[src/rtl/game_sequencer.sv]
// Run-control FSM for the 8x8 LED game: paces scroll/fall enables, tracks level and speed,
// and sequences IDLE -> PLAY <-> PAUSE -> OVER -> IDLE.
module game_sequencer #(
  parameter int unsigned CW          = 8,
  parameter int unsigned SCROLL_INIT = 64,
  parameter int unsigned SCROLL_MIN  = 16,
  parameter int unsigned SCROLL_STEP = 8,
  parameter int unsigned LEVEL_PTS   = 5,
  parameter int unsigned FALL_DIV    = 2
) (
  input  logic       clock,
  input  logic       reset,
  input  logic       start,
  input  logic       pause,
  input  logic       crash,
  input  logic       pass,
  output logic       scroll_en,
  output logic       fall_en,
  output logic       clear,
  output logic       game_over,
  output logic [1:0] state,
  output logic [2:0] level
);

  // Period needs one extra bit so a full 2^CW period is representable.
  localparam int unsigned PW  = CW + 1;
  localparam int unsigned FW  = (FALL_DIV > 1) ? $clog2(FALL_DIV) : 1;
  localparam int unsigned PCW = (LEVEL_PTS > 1) ? $clog2(LEVEL_PTS) : 1;

  localparam logic [PW-1:0]  PERIOD_INIT = PW'(SCROLL_INIT);
  localparam logic [PW-1:0]  PERIOD_MIN  = PW'(SCROLL_MIN);
  localparam logic [PW-1:0]  PERIOD_STEP = PW'(SCROLL_STEP);
  localparam logic [PW:0]    FLOOR_THR   = (PW+1)'(SCROLL_MIN + SCROLL_STEP);
  localparam logic [FW-1:0]  FDIV_LAST   = FW'(FALL_DIV - 1);
  localparam logic [PCW-1:0] PTS_LAST    = PCW'(LEVEL_PTS - 1);

  typedef enum logic [1:0] {
    S_IDLE  = 2'b00,
    S_PLAY  = 2'b01,
    S_PAUSE = 2'b10,
    S_OVER  = 2'b11
  } state_e;

  state_e         state_q, state_d;
  logic [CW-1:0]  cnt_q, cnt_d;
  logic [PW-1:0]  period_q, period_d;
  logic [FW-1:0]  fcnt_q, fcnt_d;
  logic [PCW-1:0] pcnt_q, pcnt_d;
  logic [2:0]     level_q, level_d;

  logic           scroll_hit_s;
  logic           fall_hit_s;
  logic [PW-1:0]  period_m1_s;

  // Enable decodes use registered state only; >= forces a prompt scroll after a speed-up.
  always_comb begin
    period_m1_s  = period_q - PW'(1);
    scroll_hit_s = (state_q == S_PLAY) && ({1'b0, cnt_q} >= period_m1_s);
    fall_hit_s   = scroll_hit_s && (fcnt_q == FDIV_LAST);
  end

  assign scroll_en = scroll_hit_s;
  assign fall_en   = fall_hit_s;
  assign clear     = (state_q == S_IDLE);
  assign game_over = (state_q == S_OVER);
  assign state     = state_q;
  assign level     = level_q;

  // Next-state, counter and speed-level logic.
  always_comb begin
    state_d  = state_q;
    cnt_d    = cnt_q;
    period_d = period_q;
    fcnt_d   = fcnt_q;
    pcnt_d   = pcnt_q;
    level_d  = level_q;
    case (state_q)
      S_IDLE: begin
        if (start) begin
          state_d = S_PLAY;
          cnt_d   = {CW{1'b0}};
          fcnt_d  = {FW{1'b0}};
          pcnt_d  = {PCW{1'b0}};
        end else begin
          state_d = S_IDLE;
        end
      end
      S_PLAY: begin
        if (scroll_hit_s) begin
          cnt_d  = {CW{1'b0}};
          fcnt_d = (fcnt_q == FDIV_LAST) ? {FW{1'b0}} : fcnt_q + FW'(1);
        end else begin
          cnt_d  = cnt_q + CW'(1);
          fcnt_d = fcnt_q;
        end
        if (crash) begin
          state_d = S_OVER;
        end else if (pause) begin
          state_d = S_PAUSE;
        end else if (pass) begin
          state_d = S_PLAY;
          if (pcnt_q == PTS_LAST) begin
            pcnt_d   = {PCW{1'b0}};
            level_d  = (level_q == 3'd7) ? 3'd7 : level_q + 3'd1;
            period_d = ({1'b0, period_q} >= FLOOR_THR) ? period_q - PERIOD_STEP : PERIOD_MIN;
          end else begin
            pcnt_d = pcnt_q + PCW'(1);
          end
        end else begin
          state_d = S_PLAY;
        end
      end
      S_PAUSE: begin
        if (!pause) begin
          state_d = S_PLAY;
        end else begin
          state_d = S_PAUSE;
        end
      end
      S_OVER: begin
        if (start) begin
          state_d  = S_IDLE;
          period_d = PERIOD_INIT;
          level_d  = 3'd0;
        end else begin
          state_d = S_OVER;
        end
      end
      default: begin
        state_d = S_IDLE;
      end
    endcase
  end

  // State and counter registers.
  always_ff @(posedge clock or posedge reset) begin
    if (reset) begin
      state_q  <= S_IDLE;
      cnt_q    <= {CW{1'b0}};
      period_q <= PERIOD_INIT;
      fcnt_q   <= {FW{1'b0}};
      pcnt_q   <= {PCW{1'b0}};
      level_q  <= 3'd0;
    end else begin
      state_q  <= state_d;
      cnt_q    <= cnt_d;
      period_q <= period_d;
      fcnt_q   <= fcnt_d;
      pcnt_q   <= pcnt_d;
      level_q  <= level_d;
    end
  end

endmodule
[config.mk]
export PLATFORM = sky130hd
export DESIGN_NAME = game_sequencer
export DESIGN_NICKNAME = d
export VERILOG_FILES = /design/src/rtl/game_sequencer.sv
export SDC_FILE = /design/constraint.sdc
export NUM_CORES = 1
export LEC_CHECK = 0
export BUFFER_PORTS_ARGS = -buffer_cell sky130_fd_sc_hd__buf_4
export CORE_MARGIN = 2
export CORE_UTILIZATION = 55
export CTS_BUF_LIST = sky130_fd_sc_hd__clkbuf_4 sky130_fd_sc_hd__clkbuf_8 sky130_fd_sc_hd__clkbuf_16
export CTS_CLUSTER_DIAMETER = 80
export CTS_CLUSTER_SIZE = 10
export DETAILED_ROUTE_END_ITERATION = 7
export PLACE_DENSITY = 0.75
export SLEW_MARGIN = 40
export SYNTH_ARGS = -nofsm -noshare
export SYNTH_HDL_FRONTEND = slang
export SYNTH_SLANG_ARGS = --single-unit
[constraint.sdc]
create_clock -name clock -period 3.7 [get_ports clock]
set_input_delay 0.74 -clock clock [delete_from_list [all_inputs] [get_ports clock]]
set_output_delay 0.74 -clock clock [all_outputs]
set_load 0.01 [all_outputs]
==> results_tabular.tex, run 1 <==
\begin{tabular}{lr}
\hline
Metric & Value \\
\hline
\multicolumn{2}{l}{\textbf{Global route}} \\
Overall track demand over capacity in global routing & around a fifth \\
Total grt overflow & 0 \\
Vias in the first global route & between 1k and 1.5k \\
First-pass GRT wire length & approximately 5000 um \\
Antenna violations before repair & 0 \\
Maximum number of pins on one net before global-route repair & 24 \\
\multicolumn{2}{l}{\textbf{Worst setup path}} \\
Endpoint arrival time on the critical path & 2.65 ns \\
Critical path cell sequence & inv\_1 -> ha\_1 -> nand2\_1 -> xor2\_1 -> ha\_1 -> o2111a\_1 -> a221oi\_2 -> buf\_4 -> nor3\_1 -> buf\_4 \\
Crit-path max FO & 8 \\
CP max-delay cell & dfrtp\_1 \\
Required time of the critical path & approximately 3.0 ns \\
Setup Crit Path Kind & flip-flop to output port \\
Maximum cell stage delay along the critical path & approximately 0.53 ns \\
CP Launch Type & flip-flop \\
CP Capture Type & output port \\
Buf+Inv Stages, Crit Path & 3 \\
Critical path's top delay family & adder cells \\
\multicolumn{2}{l}{\textbf{STA}} \\
Final worst slack & about 0.31 ns \\
Worst hold margin & 0.4231 ns \\
Final number of setup-violating endpoints & 0 \\
Worst-Margin Slew & $\sim$0.60 ns \\
Hold Vio Cnt, Final & 0 \\
Tmin final & roughly 3.4 ns \\
Max\_slew headroom & between 60\% and 70\% \\
Final period utilization & approximately nine tenths \\
Setup tns final & 0 ns \\
RSZ-0062 raised after global routing & false \\
Max Transition Viols Final & 0 \\
Setup clock skew after layout & between 0.001 and 0.0015 ns \\
Achievable frequency & just under 300 MHz \\
\multicolumn{2}{l}{\textbf{Pwr}} \\
Switching power & slightly above 0.6 mW \\
Relative contribution of combinational cells to total power & a little over half \\
Internal & roughly 0.67 mW \\
Share of total power in the clock network & 9.6\% \\
Sw Ratio & 47.73\% \\
Relative contribution of sequential cells to total power & a little under two fifths \\
Highest ir drop seen on vdd & between 0.5 and 0.6 mV \\
Power density over cell area & approximately 770 mW/mm2 \\
Leakage Power & roughly 0.77 nW \\
\multicolumn{2}{l}{\textbf{Drt}} \\
DRC viols & 0 \\
Average detailed-routed wire length per instance & between 10 and 15 um \\
Initial drt markers & 27 \\
First-pass DRT Iterations & 4 \\
Sum of routed wire length over all layers & $\sim$2900 um \\
Routed Antenna Nets & 0 \\
Vias per Instance & between 5 and 6 \\
Via count & approximately 1.2k \\
\multicolumn{2}{l}{\textbf{Layout}} \\
Commonest cells after routing, fill and taps aside & nand2\_1 (33), dfrtp\_1 (22), nor2\_1 (18) \\
Share of cells above drive strength 1 & roughly 17\% \\
Layout overhead on the synthesized area & 10.90\% \\
Utilization of the core after routing & between 60\% and 70\% \\
Leading cell type in the layout, fill and taps excluded & nand2\_1 \\
Number of antenna cells inserted & 0 \\
Final net count & between 200 and 250 \\
\multicolumn{2}{l}{\textbf{CTS}} \\
Number of setup buffers added after CTS & 0 \\
Clock Sink Count & 23 \\
Hold buffers post-CTS & 0 \\
Worst-case clock buffer depth & 2 \\
Level count of the clock H-tree & 1 \\
Clock latency of the later-clocked register in the worst-skew pair & 0.32 ns \\
Clock Root Buffer & clkbuf\_4 \\
Clk slew on worst S/H paths & roughly 0.13 ns \\
Number of CTS-inserted buffers & 3 \\
Clock tree from TritonCTS & done \\
Resized cells post-CTS & 0 \\
\multicolumn{2}{l}{\textbf{Synthesis}} \\
Seq/Total Area, Yosys & 38.07\% \\
Net count after synthesis & between 150 and 200 \\
Count of cell types in the netlist & 40 \\
Cells taking the most area after synthesis & dfrtp\_1 (36\%), ha\_1 (11\%), nand2\_1 (8.2\%) \\
Avg Inst Size Synth & between 8 and 9 um2 \\
Post-synthesis cell count & between 150 and 200 \\
Area of the mapped netlist & 0.001515 mm2 \\
Synth top area share & 36.33\% \\
Register bit count reported by yosys & 23 \\
Cell taking the most area after synthesis & dfrtp\_1 \\
Synthesis warning total & 0 \\
\multicolumn{2}{l}{\textbf{Hold path}} \\
Worst min-delay path category & input port to async pin \\
\multicolumn{2}{l}{\textbf{Die}} \\
Total die area & between 0.003 and 0.004 mm2 \\
Die outline height & $\sim$56 um \\
Horizontal extent of the die & 56.49 um \\
I/O Pins & 15 \\
Standard-cell rows & 19 \\
Initial cell density of the core & a little under three fifths \\
Core Region & about 0.0027 mm2 \\
\multicolumn{2}{l}{\textbf{Place}} \\
Number of port buffers & 14 \\
HPWL after detailed placement & roughly 2100 um \\
Post-Place Worst Slack & $\sim$0.70 ns \\
Final Wtd Congestion & slightly below 0.9 \\
\multicolumn{2}{l}{\textbf{Flow run}} \\
\# Max-Cap Violations & 0 \\
\multicolumn{2}{l}{\textbf{Outcome}} \\
Run status & completed \\
\hline
\end{tabular}
## cells in the mapped netlist, drive strengths merged
cell type,number
nand2,33
dfrtp,22
nor2,18
o21ai,18
ha,13
inv,9
o211ai,6
nor3,5
a21oi,4
nand3,4
a21o,3
mux2i,3
o31ai,3
buf,2
clkbuf,2
nand2b,2
nor2b,2
xnor2,2
xor2,2
a211o,1
a211oi,1
a221oi,1
a22o,1
a2bb2oi,1
a31oi,1
dfstp,1
mux2,1
nor4,1
o2111a,1
o2111ai,1
o21bai,1
o311ai,1
or2,1
or3,1
or3b,1
## layer usage
metal | wire [um] | global-route usage, % | part of all wire, %
met5 | 0 | 0 | 0
met4 | 62 | 10.54 | 2.2
met3 | 93 | 2.074 | 3.2
met2 | 1398 | 33.72 | 49
met1 | 1321 | 26.78 | 46
## final cells by class
| class | instances | area, um2 |
|---|---|---|
| Fill cell | 235 | 1006 |
| Multi-Input combinational cell | 133 | 890.9 |
| Sequential cell | 23 | 576.8 |
| Timing Repair Buffer | 15 | 112.6 |
| Tap cell | 31 | 38.79 |
| Inverter | 9 | 33.78 |
| Clock buffer | 3 | 22.52 |
| Clock inverter | 1 | 5.005 |
## power by group through the flow
stage	clock network, mW	registers (mW)	logic, mW
2_1_floorplan	0	0.458	0.523
4_1_cts	0.130	0.489	0.679
5_1_grt	0.133	0.510	0.777
3_3_place_gp	0	0.486	0.651
6_report	0.124	0.490	0.673
3_5_place_dp	0	0.495	0.677
## registers in the layout, indices dropped and copies added, names as in the netlist
name      cells
period_q      6
level         3
state         2
cnt_q         8
fcnt_q        1
pcnt_q        3
## final timing paths
path	from	endpoint	slack, ns	cells after the start
setup / recovery	period_q[3]	scroll_en	0.31	10
hold / removal	reset	level[1]	0.42	2
min in group clock	pcnt_q[2]	pcnt_q[2]	0.49	1
setup reg to reg	period_q[3]	cnt_q[2]	1.16	10
hold reg to reg	pcnt_q[2]	pcnt_q[2]	0.49	1
max in group asynchronous	reset	period_q[6]	2.92	2
## stage by stage
stage                     cell area, um2  instances  total power [mW]
after floorplan                     1515        169            0.9803
after global placement              1649        211             1.136
after detailed placement            1653        211             1.172
after CTS                           1680        215             1.299
after global routing                1680        215             1.420
final                               1680        215             1.287
## kinds of logic after synthesis
logic type,Yosys count,synth area share [%]
xor gates and xnor gates,4,3.551
buffers and inverters,13,3.386
DFF,23,38.07
muxes,4,2.725
AOI/OAI and AO/OA,44,21.39
adders and majority gates,13,10.74
and+or+nand+nor,68,20.15
## worst reg2reg max path: cells and delay by family (launching register included)
family	cells	cell delay [ns]
buffers and inverters	2	0.30
AO/OA/AOI/OAI	4	0.76
XOR/XNOR	1	0.22
flip-flops	1	0.53
adder cells (fa/ha/maj)	2	0.56
AND/OR/NAND/NOR	1	0.10
Power figures use the tool's default switching activity.
==> run 2: changes to the inputs <==
--- a/config.mk
+++ b/config.mk
@@ -13,6 +13,7 @@
 export CTS_CLUSTER_SIZE = 10
 export DETAILED_ROUTE_END_ITERATION = 7
 export PLACE_DENSITY = 0.75
+export RECOVER_POWER = 50
 export SLEW_MARGIN = 40
 export SYNTH_ARGS = -nofsm -noshare
 export SYNTH_HDL_FRONTEND = slang
==> run 2 against run 1 <==
  * Register-to-register slack barely moved
  * Routed wire length decreased by 0.10%
  * Sequential share of layout area increased by 0.15 points
  * Die area did not move
==> results_tabular.tex, run 2 (same netlist as run 1, synthesis figures left out) <==
\begin{tabular}{lr}
\hline
Metric & Value \\
\hline
\multicolumn{2}{l}{\textbf{Outcome}} \\
Run status & completed \\
\multicolumn{2}{l}{\textbf{Layout}} \\
Register ranked first by flip-flop count & cnt\_q \\
Footprint of the flip-flops and latches & between 500 and 600 um2 \\
Fill cells & 236 \\
Number of flip-flops in the largest register & 8 \\
Layout overhead on the synthesized area & 10.40\% \\
Number of antenna cells inserted & 0 \\
Leading cell type in the layout, fill and taps excluded & nand2\_1 \\
Regs by FF count & cnt\_q (8), period\_q (6) \\
Commonest cells after routing, fill and taps aside & nand2\_1 (33), dfrtp\_1 (22), nor2\_1 (18) \\
Share of cells above drive strength 1 & between 10\% and 20\% \\
Area of combinational cells with multiple inputs & 890.9 um2 \\
Final net count & 204 \\
Final instance count without filler cells & roughly 220 \\
\multicolumn{2}{l}{\textbf{Die}} \\
Initial cell density of the core & 56.40\% \\
Total die area & $\sim$0.0032 mm2 \\
Core Region & approximately 0.0027 mm2 \\
Horizontal extent of the die & 56.49 um \\
I/O Pins & 15 \\
Standard-cell rows & 19 \\
Die outline height & $\sim$56 um \\
\multicolumn{2}{l}{\textbf{Global route}} \\
Overall track demand over capacity in global routing & approximately 21\% \\
First-pass GRT wire length & 5106 um \\
Vias in the first global route & about 1.2k \\
Maximum number of pins on one net before global-route repair & 24 \\
Total grt overflow & 0 \\
Antenna violations before repair & 0 \\
\multicolumn{2}{l}{\textbf{Drt}} \\
Routed length on met3 & roughly 84 um \\
Wire length on met2 & 1417 um \\
Vias per Instance & between 5 and 6 \\
Via count & around 1.2k \\
Wire length on met1 & about 1300 um \\
Initial drt markers & 28 \\
DRC viols & 0 \\
First-pass DRT Iterations & 4 \\
Max layer used & met4 \\
Routed Antenna Nets & 0 \\
Average detailed-routed wire length per instance & between 10 and 15 um \\
Sum of routed wire length over all layers & between 2000 and 3000 um \\
\multicolumn{2}{l}{\textbf{STA}} \\
Worst-Margin Slew & 0.9009 ns \\
Final period utilization & about nine tenths \\
Hold Vio Cnt, Final & 0 \\
Final worst slack & between 0.3 and 0.4 ns \\
Max\_slew headroom & approximately 40\% \\
Final number of setup-violating endpoints & 0 \\
Setup tns final & 0 ns \\
Tmin final & about 3.4 ns \\
Max Transition Viols Final & 0 \\
Achievable frequency & roughly 300 MHz \\
Worst hold margin & between 0.4 and 0.5 ns \\
RSZ-0062 raised after global routing & false \\
Setup clock skew after layout & between 0.001 and 0.0015 ns \\
\multicolumn{2}{l}{\textbf{CTS}} \\
Clk slew on worst S/H paths & about 0.13 ns \\
Resized cells post-CTS & 0 \\
Clock tree from TritonCTS & done \\
Clock latency of the later-clocked register in the worst-skew pair & around 0.32 ns \\
Hold buffers post-CTS & 0 \\
Level count of the clock H-tree & 1 \\
Worst-case clock buffer depth & 2 \\
Number of setup buffers added after CTS & 0 \\
Clock Root Buffer & clkbuf\_4 \\
Number of CTS-inserted buffers & 3 \\
Clock Sink Count & 23 \\
\multicolumn{2}{l}{\textbf{Place}} \\
Number of port buffers & 14 \\
Number of cells in the design after placement & 211 \\
HPWL after detailed placement & between 2000 and 2500 um \\
Post-Place Worst Slack & slightly below 0.7 ns \\
Final Wtd Congestion & $\sim$0.87 \\
\multicolumn{2}{l}{\textbf{Worst setup path}} \\
Endpoint arrival time on the critical path & between 2 and 3 ns \\
CP Capture Type & output port \\
Required time of the critical path & between 2 and 3 ns \\
Setup Crit Path Kind & flip-flop to output port \\
CP Launch Type & flip-flop \\
Crit-path max FO & 8 \\
\multicolumn{2}{l}{\textbf{Hold path}} \\
Worst min-delay path category & flip-flop to flip-flop \\
\multicolumn{2}{l}{\textbf{Pwr}} \\
Highest ir drop seen on vdd & slightly below 0.6 mV \\
Power density over cell area & about 760 mW/mm2 \\
Leakage Power & 0.7588 nW \\
Post-layout power & approximately 1.3 mW \\
\multicolumn{2}{l}{\textbf{Flow run}} \\
\# Max-Cap Violations & 0 \\
\hline
\end{tabular}
-- run 2: changes by cell type in the layout (fill, tap and decap cells not counted) --
cell	change
inv_2	-1
inv_1	+1
clkbuf_1	+2
buf_4	-3
clkbuf_4	+1
-- run 2: final timing paths --
kind / from / slack (ns) / endpoint / cells past startpoint
min in group asynchronous: reset / 0.59 / level[1] / 2
max in group asynchronous: reset / 2.56 / period_q[5] / 2
setup reg to reg: period_q[3] / 1.17 / cnt_q[2] / 10
hold / removal: pcnt_q[2] / 0.49 / pcnt_q[2] / 1
hold reg to reg: pcnt_q[2] / 0.49 / pcnt_q[2] / 1
setup / recovery: period_q[3] / 0.32 / scroll_en / 10
-- run 2: worst max-delay path, stage by stage, from the launching register on --
cell      delay (ns)
dfrtp_1         0.53
inv_1           0.11
ha_1            0.26
nand2_1         0.09
xor2_1          0.22
ha_1            0.30
o2111a_1        0.14
a221oi_2        0.26
buf_4           0.19
nor3_1          0.07
buf_4           0.16
-- run 2: report_power, final --
part,leakage (nW),internal [mW],switching [mW]
registers,0.302,0.344,0.145
logic,0.440,0.281,0.384
clock network,0.0177,0.0406,0.0832
-- run 2: layout make-up --
cell class | count | area share (%)
multi-input cells | 133 | 53.25
clock buffers | 3 | 1.346
well taps | 31 | 2.319
clock inverters | 1 | 0.2992
flip-flops and latches | 23 | 34.48
repair buffers | 15 | 6.283
inverters | 9 | 2.019
-- run 2: per-stage QoR --
step	utilization, %	cell area [um2]
6_report	62.27	1673
5_1_grt	62.27	1673
4_1_cts	62.55	1680
3_5_place_dp	61.53	1653
3_3_place_gp	61.39	1649
2_1_floorplan	-	1515
-- run 2: routing by layer --
metal,GRT usage (%),up-vias
met3,2.074,5
met2,33.72,22
met4,10.54,0
met5,0,-
met1,26.78,569
li1,-,619
==> run 3: changes to the inputs <==
--- a/config.mk
+++ b/config.mk
@@ -7,12 +7,11 @@
 export LEC_CHECK = 0
 export BUFFER_PORTS_ARGS = -buffer_cell sky130_fd_sc_hd__buf_4
 export CORE_MARGIN = 2
-export CORE_UTILIZATION = 55
+export CORE_UTILIZATION = 30
 export CTS_BUF_LIST = sky130_fd_sc_hd__clkbuf_4 sky130_fd_sc_hd__clkbuf_8 sky130_fd_sc_hd__clkbuf_16
 export CTS_CLUSTER_DIAMETER = 80
 export CTS_CLUSTER_SIZE = 10
 export DETAILED_ROUTE_END_ITERATION = 7
-export PLACE_DENSITY = 0.75
 export RECOVER_POWER = 50
 export SLEW_MARGIN = 40
 export SYNTH_ARGS = -nofsm -noshare
==> run 3 against run 2 <==
  * Die area is 77% higher
  * Global-route usage is 8.3 points lower
  * Setup slack better by 0.079 ns
  * Power is 3.6% higher
  * Clock skew is 0.0023 ns higher
  * Clock-buffer cell count stayed put
  * Sequential power hardly changed
  * Flip-flop and latch count stayed put
  * Largest power group unchanged
  * Highest routed layer unchanged
==> results_tabular.tex, run 3 (same netlist as run 1, synthesis figures left out) <==
\begin{tabular}{lr}
\hline
Metric & Value \\
\hline
\multicolumn{2}{l}{\textbf{Layout}} \\
Number of antenna cells inserted & 0 \\
Regs by FF count & cnt\_q (8), period\_q (6) \\
Post-route cell area & about 0.0017 mm2 \\
Leading cell type in the layout, fill and taps excluded & nand2\_1 \\
Layout overhead on the synthesized area & 14.86\% \\
Share of cells above drive strength 1 & approximately 15\% \\
Fill cells & roughly 500 \\
Commonest cells after routing, fill and taps aside & nand2\_1 (33), dfrtp\_1 (22), nor2\_1 (18) \\
Final net count & between 200 and 250 \\
Number of flip-flops in the largest register & 8 \\
Register ranked first by flip-flop count & cnt\_q \\
\multicolumn{2}{l}{\textbf{Die}} \\
Core Region & approximately 0.0048 mm2 \\
Total die area & 0.005636 mm2 \\
Horizontal extent of the die & 75.07 um \\
I/O Pins & 15 \\
Initial cell density of the core & 31.66\% \\
Die outline height & 75.07 um \\
Standard-cell rows & 25 \\
\multicolumn{2}{l}{\textbf{STA}} \\
RSZ-0062 raised after global routing & false \\
Achievable frequency & between 300 and 400 MHz \\
Hold Vio Cnt, Final & 0 \\
Setup tns final & 0 ns \\
Max\_slew headroom & between 30\% and 40\% \\
Final number of setup-violating endpoints & 0 \\
Worst-Margin Slew & 0.9113 ns \\
Setup clock skew after layout & approximately 0.0036 ns \\
Final period utilization & 89.11\% \\
Tmin final & approximately 3.3 ns \\
Max Transition Viols Final & 0 \\
\multicolumn{2}{l}{\textbf{Worst setup path}} \\
Endpoint arrival time on the critical path & about 2.6 ns \\
Register-to-Register Setup Slack & 1.16 ns \\
R2R depth & 10 \\
Maximum cell stage delay along the critical path & roughly 0.52 ns \\
CP Launch Type & flip-flop \\
CP Capture Type & output port \\
Required time of the critical path & 2.96 ns \\
CP max-delay cell & dfrtp\_1 \\
FF-to-FF End & cnt\_q[2] \\
Crit-path max FO & 8 \\
Critical path's top delay family & adder cells \\
Critical path cell sequence & inv\_1 -> ha\_1 -> nand2\_1 -> xor2\_1 -> ha\_1 -> o2111a\_1 -> a221oi\_2 -> buf\_4 -> nor3\_1 -> buf\_4 \\
Setup Crit Path Kind & flip-flop to output port \\
Buf+Inv Stages, Crit Path & 3 \\
Worst reg2reg path startpoint & period\_q[3] \\
\multicolumn{2}{l}{\textbf{Drt}} \\
Routed Antenna Nets & 0 \\
Initial drt markers & 33 \\
First-pass DRT Iterations & 6 \\
Average detailed-routed wire length per instance & 11.87 um \\
Via count & roughly 1.2k \\
DRC viols & 0 \\
Sum of routed wire length over all layers & 2991 um \\
Vias per Instance & 4.790 \\
\multicolumn{2}{l}{\textbf{Global route}} \\
Total grt overflow & 0 \\
Antenna violations before repair & 0 \\
Vias in the first global route & approximately 1.2k \\
First-pass GRT wire length & between 5000 and 6000 um \\
Overall track demand over capacity in global routing & between 10\% and 20\% \\
Maximum number of pins on one net before global-route repair & 24 \\
\multicolumn{2}{l}{\textbf{CTS}} \\
Number of CTS-inserted buffers & 3 \\
Clock latency of the later-clocked register in the worst-skew pair & $\sim$0.27 ns \\
Number of setup buffers added after CTS & 0 \\
Clock Root Buffer & clkbuf\_8 \\
Worst-case clock buffer depth & 2 \\
Clk slew on worst S/H paths & about 0.090 ns \\
Resized cells post-CTS & 0 \\
Clock tree from TritonCTS & done \\
Level count of the clock H-tree & 1 \\
Hold buffers post-CTS & 0 \\
Clock Sink Count & 23 \\
\multicolumn{2}{l}{\textbf{Pwr}} \\
Post-layout power & 1.324 mW \\
Power density over cell area & 760.7 mW/mm2 \\
Leakage Power & a little under 0.8 nW \\
Highest ir drop seen on vdd & between 0.4 and 0.5 mV \\
\multicolumn{2}{l}{\textbf{Hold path}} \\
Endpoint, Worst Hold & pcnt\_q[2] \\
Worst min-delay path category & flip-flop to flip-flop \\
Hold path start & pcnt\_q[2] \\
Min-Delay Path Depth & 1 \\
\multicolumn{2}{l}{\textbf{Place}} \\
Cell Area, Placed & 0.001702 mm2 \\
Final Wtd Congestion & approximately 0.76 \\
Number of port buffers & 14 \\
HPWL after detailed placement & about 2200 um \\
\multicolumn{2}{l}{\textbf{Outcome}} \\
Run status & completed \\
\multicolumn{2}{l}{\textbf{Flow run}} \\
\# Max-Cap Violations & 0 \\
\hline
\end{tabular}
-- run 3: how the worst max path moves through the flow --
stage,slack (ns),startpoint,depth (start not counted),endpoint
floorplan,0.84,period_q[3],8,scroll_en
global placement,0.76,period_q[3],10,scroll_en
detailed placement,0.69,period_q[3],10,scroll_en
CTS,0.38,period_q[3],10,scroll_en
global route,0.18,period_q[3],10,scroll_en
finish,0.40,period_q[3],10,scroll_en
-- run 3: layout make-up --
type,count,area [um2],area share (%)
multi-input cells,133,887.1,50.97
flip-flops and latches,23,576.8,33.14
repair buffers,16,112.6,6.470
well taps,67,83.83,4.817
clock buffers,3,41.29,2.372
inverters,9,33.78,1.941
clock inverters,1,5.005,0.2876
-- run 3: power breakdown --
group          internal, mW  switching [mW]  leakage, nW  total [mW]
Combinational         0.285           0.386        0.443       0.671
Clock                0.0754          0.0888       0.0255       0.164
Sequential            0.345           0.144        0.302       0.489
Total                 0.705           0.619        0.770        1.32
-- run 3: stage by stage --
stage                     setup slack, ns  util, %  instances  hold WS (ns)
after global placement             0.7635    35.56        248        0.4640
after global routing               0.1802    36.37        252        0.5057
final                              0.4030    36.37        252        0.4815
after detailed placement           0.6894    35.56        248        0.4703
after CTS                          0.3802    36.52        252        0.4843
after floorplan                    0.8409        -        169        0.4504
-- run 3: metal layers --
metal	GRT usage [%]	wire length [um]	up-vias
met5	0	0	-
met4	4.365	44	0
met3	1.740	61	4
met2	20.18	1423	15
met1	16.43	1461	562
li1	-	-	626
